===== src/rtl/line_solver_ctrl.sv =====
// Per-line option sweep for the nonogram solver: streams candidate options from
// option memory through the external checker and folds survivors into cell masks.
module line_solver_ctrl #(
    parameter int SIZE     = 8,
    parameter int MAX_OPTS = 64,
    parameter int AW       = $clog2(MAX_OPTS)
) (
    input  logic            clk,
    input  logic            rst,
    input  logic            start,
    input  logic [AW-1:0]   base_addr,
    input  logic [AW:0]     num_opts,
    input  logic [SIZE-1:0] assigned,
    input  logic [SIZE-1:0] known,
    output logic            opt_rd_en,
    output logic [AW-1:0]   opt_addr,
    input  logic [SIZE-1:0] opt_data,
    output logic            chk_valid_in,
    output logic [SIZE-1:0] chk_option,
    output logic [SIZE-1:0] chk_assigned,
    output logic [SIZE-1:0] chk_known,
    input  logic            chk_valid,
    input  logic            chk_contradict,
    output logic            busy,
    output logic            done,
    output logic [AW:0]     survivors,
    output logic            line_contradict,
    output logic [SIZE-1:0] new_known,
    output logic [SIZE-1:0] new_assigned,
    output logic [1:0]      dbg_state
);

    // Handshake: there is no back-pressure anywhere. opt_rd_en/opt_addr are a
    // one-cycle request whose data arrives the next cycle; chk_valid_in is a
    // one-cycle strobe whose result (chk_valid/chk_contradict) arrives the next cycle.

    localparam logic [1:0] S_IDLE   = 2'd0;
    localparam logic [1:0] S_ISSUE  = 2'd1;
    localparam logic [1:0] S_DRAIN  = 2'd2;
    localparam logic [1:0] S_FINISH = 2'd3;

    logic [1:0]      state;
    logic [1:0]      state_nxt;
    logic [AW-1:0]   base_l;
    logic [AW:0]     num_l;
    logic [SIZE-1:0] assigned_l;
    logic [SIZE-1:0] known_l;
    logic [AW:0]     issue_cnt;
    logic [AW:0]     resp_cnt;
    logic [AW:0]     surv_cnt;
    logic [SIZE-1:0] and_mask;
    logic [SIZE-1:0] or_mask;
    logic [SIZE-1:0] opt_d;

    logic            acc_en;
    logic            keep;
    logic [AW:0]     issue_inc;
    logic [AW:0]     resp_nxt;
    logic [AW:0]     surv_nxt;
    logic [SIZE-1:0] and_nxt;
    logic [SIZE-1:0] or_nxt;
    logic            accept;
    logic            enter_finish;

    logic [AW:0]     res_surv;
    logic [SIZE-1:0] res_and;
    logic [SIZE-1:0] res_or;
    logic [SIZE-1:0] res_known;
    logic [SIZE-1:0] res_asg;
    logic [SIZE-1:0] res_nk;
    logic [SIZE-1:0] res_na;

    assign dbg_state    = state;
    assign opt_rd_en    = (state == S_ISSUE);
    assign busy         = (state == S_ISSUE) || (state == S_DRAIN);
    assign done         = (state == S_FINISH);
    assign opt_addr     = opt_rd_en ? (base_l + issue_cnt[AW-1:0]) : '0;
    assign chk_option   = chk_valid_in ? opt_data : '0;
    assign chk_assigned = busy ? assigned_l : '0;
    assign chk_known    = busy ? known_l : '0;

    always_comb begin
        acc_en    = chk_valid && busy;
        keep      = acc_en && !chk_contradict;
        issue_inc = issue_cnt + {{AW{1'b0}}, 1'b1};
        resp_nxt  = resp_cnt + {{AW{1'b0}}, acc_en};
        surv_nxt  = surv_cnt + {{AW{1'b0}}, keep};
        and_nxt   = keep ? (and_mask & opt_d) : and_mask;
        or_nxt    = keep ? (or_mask | opt_d) : or_mask;
        accept    = (state == S_IDLE) && start;
    end

    always_comb begin
        state_nxt = state;
        case (state)
            S_IDLE: begin
                if (start) begin
                    state_nxt = (num_opts == '0) ? S_FINISH : S_ISSUE;
                end
            end
            S_ISSUE: begin
                if (issue_inc == num_l) begin
                    state_nxt = S_DRAIN;
                end
            end
            S_DRAIN: begin
                if (resp_nxt == num_l) begin
                    state_nxt = S_FINISH;
                end
            end
            default: state_nxt = S_IDLE;
        endcase
        enter_finish = (state_nxt == S_FINISH) && (state != S_FINISH);
    end

    // Results are registered on the edge into FINISH so they are already valid
    // while done is high; the last checker response is folded in via the *_nxt terms.
    always_comb begin
        if (state == S_IDLE) begin
            res_surv  = '0;
            res_and   = '1;
            res_or    = '0;
            res_known = known;
            res_asg   = assigned;
        end else begin
            res_surv  = surv_nxt;
            res_and   = and_nxt;
            res_or    = or_nxt;
            res_known = known_l;
            res_asg   = assigned_l;
        end
        res_nk = (res_surv != '0) ? (~res_known & (res_and | ~res_or)) : '0;
        res_na = (res_asg & res_known) | (res_and & res_nk);
    end

    always_ff @(posedge clk) begin
        if (rst) begin
            state           <= S_IDLE;
            base_l          <= '0;
            num_l           <= '0;
            assigned_l      <= '0;
            known_l         <= '0;
            issue_cnt       <= '0;
            resp_cnt        <= '0;
            surv_cnt        <= '0;
            and_mask        <= '1;
            or_mask         <= '0;
            opt_d           <= '0;
            chk_valid_in    <= 1'b0;
            survivors       <= '0;
            line_contradict <= 1'b0;
            new_known       <= '0;
            new_assigned    <= '0;
        end else begin
            state        <= state_nxt;
            chk_valid_in <= opt_rd_en;
            opt_d        <= chk_option;

            if (accept) begin
                base_l          <= base_addr;
                num_l           <= num_opts;
                assigned_l      <= assigned;
                known_l         <= known;
                issue_cnt       <= '0;
                resp_cnt        <= '0;
                surv_cnt        <= '0;
                and_mask        <= '1;
                or_mask         <= '0;
                survivors       <= '0;
                line_contradict <= 1'b0;
                new_known       <= '0;
                new_assigned    <= '0;
            end else begin
                if (opt_rd_en) begin
                    issue_cnt <= issue_inc;
                end
                if (acc_en) begin
                    resp_cnt <= resp_nxt;
                    surv_cnt <= surv_nxt;
                    and_mask <= and_nxt;
                    or_mask  <= or_nxt;
                end
            end

            if (enter_finish) begin
                survivors       <= res_surv;
                line_contradict <= (res_surv == '0);
                new_known       <= res_nk;
                new_assigned    <= res_na;
            end
        end
    end

endmodule


===== config.mk =====
export PLATFORM = sky130hd
export DESIGN_NAME = line_solver_ctrl
export DESIGN_NICKNAME = d
export VERILOG_FILES = /design/src/rtl/line_solver_ctrl.sv
export SDC_FILE = /design/constraint.sdc
export NUM_CORES = 1
export LEC_CHECK = 0
export CORE_AREA = 4 4 134 136
export CTS_BUF_LIST = sky130_fd_sc_hd__clkbuf_8
export DETAILED_ROUTE_END_ITERATION = 6
export DIE_AREA = 0 0 138 140
export HOLD_SLACK_MARGIN = 0.06
export PLACE_DENSITY = 0.61
export SYNTH_ARGS = -nofsm -noshare
export SYNTH_HDL_FRONTEND = slang
export SYNTH_SLANG_ARGS = --single-unit
export TNS_END_PERCENT = 1

===== constraint.sdc =====
create_clock -name clk -period 4.02 [get_ports clk]
set_input_delay 0.402 -clock clk [delete_from_list [all_inputs] [get_ports clk]]
set_output_delay 0.402 -clock clk [all_outputs]
set_load 0.005 [all_outputs]

; ---- Word-level counts from Yosys, hierarchy flattened
; Index checks and enable logic that the tools add are counted.
[totals]
inputBits = 42
rom_bits = 0
latch_bits = 0
mem_count = 0
ff_bits = 101
elab_cells = 72
mem_bits_rw = 0
[classes]
n_eq_ne = 7
n_addsub = 4
n_bitwise = 9
n_mul = 0
n_lt_le_gt_ge = 0
shifts = 0
muxes = 24
n_div = 0
reduce_logical = 12
[ops]
columns = cell, n
row1 = $mux 8, 13
row2 = $and 8x8->8, 4
row3 = $or 8x8->8, 3
row4 = $mux 7, 3
row5 = $not 8->8, 2
row6 = $add 7x1->7, 2
row7 = $eq 7x7->1, 2
row8 = $logic_not 7->1, 2
row9 = $mux 2, 4
row10 = $add 7x1->7 const B, 1
row11 = $reduce_bool 7->1, 1
row12 = $add 6x6->6, 1
row13 = $eq 2x2->1 const B, 3
row14 = $mux 6, 1
row15 = $pmux 2 s3, 1
row16 = $logic_and 1x1->1, 4
row17 = $eq 2x1->1 const B, 1
row18 = $logic_not 2->1, 1
row19 = $mux 1, 2
row20 = $ne 2x2->1 const B, 1
row21 = $reduce_bool 2->1, 1
row22 = $reduce_or 2->1, 1
row23 = $logic_not 1->1, 1
row24 = $logic_or 1x1->1, 1

; ---- Logic depth before layout (Yosys ltp)
[depth]
ltp_word = 13
depth_mapped = 17

; ---- Worst setup path before layout
; OpenSTA, ideal clock, no wires.
[synth_path]
path_kind = register to register
start = register state[1], in the netlist dbg_state[1]
end = register new_known[0]
arrival_ns = 3.334
setup_ns = 0.118
stages_incl_launch_ff = 18
slack_ns = 0.568
path_cell_list = dfxtp_1 > inv_1 > ha_1 > nand2_1 > inv_2 > nand2b_1 > inv_2 > clkbuf_1 > ha_1 > ha_1 > or3_1 > a21oi_1 > a22oi_1 > nor3_2 > nand2b_1 > clkbuf_1 > a2111o_1 > mux2i_1
[synth_via]
elab_chain_len = 11
word_cells_on_any_way = 31
[synth_rtl]
columns = item, line_no
row1 = from (decl), 42  ; logic [1:0] state;
row2 = from (signal assigned), 155  ; state <= state_nxt;
row3 = $eq 2x1->1 / $eq 2x2->1 (equally long branches), 75  ; assign busy = (state == S_ISSUE) || (state == S_DRAIN);
row4 = $logic_or 1x1->1 (*), 75
row5 = via busy, 24  ; output logic busy,
row6 = $logic_and 1x1->1 (*), 83  ; acc_en = chk_valid && busy;
row7 = branches (longest 8 deep; another with $add 7x1->7), n/a
row8 = to (signal assigned), 188  ; new_known <= res_nk;
row9 = to (decl), 28  ; output logic [SIZE-1:0] new_known,
; Mark *: on every way through the listed nets, which the timed path passes.
; A chain may end at the register's enable or synchronous reset.

; ---- Final worst setup path
[layout_path]
start = register state[1], in the netlist dbg_state[1]
end = register new_known[1]
[layout_via]
elab_chain_len = 11
word_cells_on_any_way = 31
[layout_rtl]
columns = item
row1 = branches (longest 11 deep; another with $add 7x1->7)
; Several ways; the timed one is not identified.

==> flow_summary.toml <==
[sta]
finalSetupViolCount = 0
period_minus_slack_ps = 3550
drv_slew = 0
hold_viol_final = 0
rsz0062_at_grt = "no"
timing.hold.ws_ps = 464
relSlewSlack_pct = 48.2
post-route-period-util_pct = 88.3
skew_ps = 11.9
fmax_mhz = 282
tightest_slew_ps = 777
finalSetupTns_ps = 0

[synth]
synth_top_area_share_pct = 40.8
ys_ff_latch = 101
yosysWarnings = 0
ys_seq_area_share_pct = 40.8
synth_top_flop_cell = "dfxtp_1"
synthCells = 604
avgSynthCellArea_sq_um = 8.20
syn_area_sq_um = 4950
yosys.area.top_type = "dfxtp_1"
synthArstFlopShare_pct = 0
synth_cell_types = 49
synthTopCellsByArea = "dfxtp_1, nand2_1, a21oi_1"
syn-num-nets = 662
synth_edf_count = 0

[power]
clock_power_share_pct = 25.5
swShare_pct = 34.1
p_total_mw = 2.41
switchingPower_mw = 0.821
p_leak_nw = 2.42
ir_drop_mv = 0.204
power_frac_comb_pct = 27.6
internal_power_mw = 1.58
power.density_nw_per_um2 = 381
seqPwrFrac_pct = 46.8

[worst_setup_path]
crit_path_end = "new_known[1]$_SDFFE_PP0P_"
path_buf_inv = 4
cpMostUsedCell = "ha_1"
start_kind = "flip-flop"
arrival_ps = 3860
crit_family = "simple AND/OR/NAND/NOR gates"
setup.worst_path.class = "reg -> reg"
reg2reg_setup_slack_ps = 470
crit_cells = 16
max_stage_delay_ps = 450
timing.rr.start = "dbg_state[1]$_SDFF_PP0_"
r2r_cells = 16
r2r-end = "new_known[1]$_SDFFE_PP0P_"
cp_slowest_cell = "a2111o_1"
cp-end-kind = "flip-flop"
crit_fanout = 15
crit_chain = "inv_1 > ha_1 > nand2_1 > inv_2 > nand2b_1 > inv_4 > ha_1 > ha_1 > nand2_1 > nor2_1 > xor2_1 > nor3_2 > buf_4 > nand2b_1 > a2111o_1 > mux2i_1"
cp.required_ps = 4330
startpoint = "dbg_state[1]$_SDFF_PP0_"

[floorplanning]
die_h_microns = 140
start_util_pct = 29.2
core_sq_um = 16900
pin_count = 102
num_rows = 48
die-area_sq_um = 19300
die_w_microns = 138

[route]
dr.pass1.iters = 4
drtIter0Drc = 296
route.vias.total = 4264
wl_met1_mm = 6.59
drt-total-wl_mm = 13.6
via_per_inst = 4.64
highest_layer = "met4"
wire_per_inst_microns = 14.8
route.met3.wl_microns = 903
drc_errors = 0
ant_nets = 0
wl_met2_mm = 5.90

[clock_network]
htreeDepth = 3
clock_latency_ps = 380
post_cts.repair.setup_buffers = 0
root_buffer = "clkbuf_8"
cts-buffers-inserted = 9
cts.reportedPaths.clkPinSlew_ps = 110
clock_sinks = 101
cts_tree = "built"
clock_path_buffers = 2

[placed_design]
routabilityCongestion = 0.794
portBuffers = 101
hpwl_mm = 9.92

[cells_and_area]
area.growth.synth_to_final_pct = 27.5
nNetsFinal = 747
drive_gt1_share_pct = 4.62
antennaDiodeCount = 0
finalCoreUtilization_pct = 37.3
fillCellCount = 1760

[grt]
antenna_found_initial = 0
grt_pass1_wl_mm = 22.0
grt_pass1_vias = 4114
grt_max_degree = 52
grt_use_total_pct = 14.0
grt_overflow_total = 0

[run_status]
status = "completed"

[hold_path]
min_path_type = "reg -> reg"

[job]
maxCapViolations = 0
worst min path at each step:
stage / start / to / slack [ps] / cells past startpoint
CTS: rst / survivors[3]$_SDFFE_PP0P_ / 470 / 4
detailed placement: base_l[3]$_SDFFE_PP0P_ / base_l[3]$_SDFFE_PP0P_ / 450 / 2
floorplan: or_mask[2]$_SDFFE_PP0N_ / or_mask[2]$_SDFFE_PP0N_ / 440 / 2
finish: new_known[3]$_SDFFE_PP0P_ / new_known[3]$_SDFFE_PP0P_ / 460 / 2
global route: rst / survivors[3]$_SDFFE_PP0P_ / 480 / 4
global placement: survivors[4]$_SDFFE_PP0P_ / survivors[4]$_SDFFE_PP0P_ / 450 / 2
per-stage QoR:
stage	std cells	area (sq um)	setup WS (ps)
final	918	6310	470
after global placement	903	6130	479
after global routing	918	6310	56.5
after detailed placement	903	6130	348
after CTS	918	6310	380
after floorplan	604	4950	568
worst register-to-register path, stage by stage, from the launching register on:
cell and delay (ps):
dfxtp_1 430, inv_1 110, ha_1 310, nand2_1 80
inv_2 180, nand2b_1 140, inv_4 170, ha_1 190
ha_1 290, nand2_1 110, nor2_1 130, xor2_1 230
nor3_2 60, buf_4 180, nand2b_1 300, a2111o_1 450
mux2i_1 140
synthesized netlist by cell type (2+ instances only):
cell / number
clkbuf_1: 30
nand3_1: 11
o21bai_1: 2
nand4_1: 4
a2111o_1: 8
nand2b_1: 6
nor2_1: 43
o211a_1: 2
xnor2_1: 20
nor4_1: 2
and3_1: 2
nor2b_1: 11
inv_2: 2
nand2_1: 138
or3_1: 9
o21ai_0: 14
buf_2: 3
a21oi_1: 69
inv_1: 4
ha_1: 15
o31ai_1: 8
nor4b_1: 2
xor2_1: 17
and2_1: 27
mux2i_1: 25
nor3_1: 6
buf_12: 2
dfxtp_1: 101
timing repair:
item | in CTS | in global routing
setup endpoints to repair | 0 | 2
resized for setup | 0 | 1
hold buffers | 0 | 0
kinds of logic after synthesis:
group	after synthesis	share of synthesized area [%]
muxes	25	5.05
DFF	101	40.8
buffers and inverters	43	4.14
and+or+nand+nor	266	24.6
AOI/OAI and AO/OA	115	14.2
adders and majority gates	16	4.20
xor gates and xnor gates	38	7.03
per-layer routing:
layer | up-vias | track usage (%)
li1 | 2204 | -
met4 | 0 | 3.48
met2 | 105 | 21.9
met3 | 12 | 4.57
met1 | 1943 | 18.8
met5 | - | 0
registers in the layout (all words and copies together) (netlist names):
| register | count |
|---|---|
| and_mask | 8 |
| assigned_l | 8 |
| known_l | 8 |
| new_assigned | 8 |
| new_known | 8 |
| opt_d | 8 |
| or_mask | 8 |
| issue_cnt | 7 |
| num_l | 7 |
| resp_cnt | 7 |
| surv_cnt | 7 |
| survivors | 7 |
| base_l | 6 |
| dbg_state | 2 |
| chk_valid_in | 1 |
| line_contradict | 1 |
layout make-up:
class                           count  area [sq um]  area share, %
Clock buffer                        9           124           1.96
Clock inverter                      6          55.1          0.872
Inverter                            6          25.0          0.396
Multi-Input combinational cell    460          2730           43.2
Sequential cell                   101          2020           32.0
Tap cell                          225           282           4.46
Timing Repair Buffer              111          1080           17.1
placed cells by master, fill, tap and decap left out, types with 2 or more instances in the layout:
master           netlist  final
inv_8                  0      2
nor4b_1                2      2
nor3_1                 6      6
o211a_1                2      2
a2111o_1               8      8
or3_1                  9      9
and2_1                27     27
xnor2_1               20     20
a21oi_1               69     69
mux2i_1               25     25
buf_4                  0     10
ha_1                  15     15
clkinvlp_4             0      2
xor2_1                17     17
nor2_1                43     42
nand4_1                4      4
clkbuf_8               0      9
and3_1                 2      2
nor2b_1               11     11
clkdlybuf4s50_1        0    100
o21bai_1               2      2
inv_6                  0      2
nand2_1              138    138
o21ai_0               14     14
nand3_1               11     11
nand2b_1               6      6
dfxtp_1              101    101
o31ai_1                8      8
nor4_1                 2      2
inv_1                  4      4
power groups by stage:
stage | combinational (mW) | clock [mW] | sequential, mW
6_report | 0.665 | 0.614 | 1.13
5_1_grt | 0.741 | 0.678 | 1.14
4_1_cts | 0.673 | 0.644 | 1.13
3_5_place_dp | 0.668 | 0 | 1.15
3_3_place_gp | 0.671 | 0 | 1.15
2_1_floorplan | 0.425 | 0 | 1.12
Note: power is estimated with default switching activity, not from simulation.
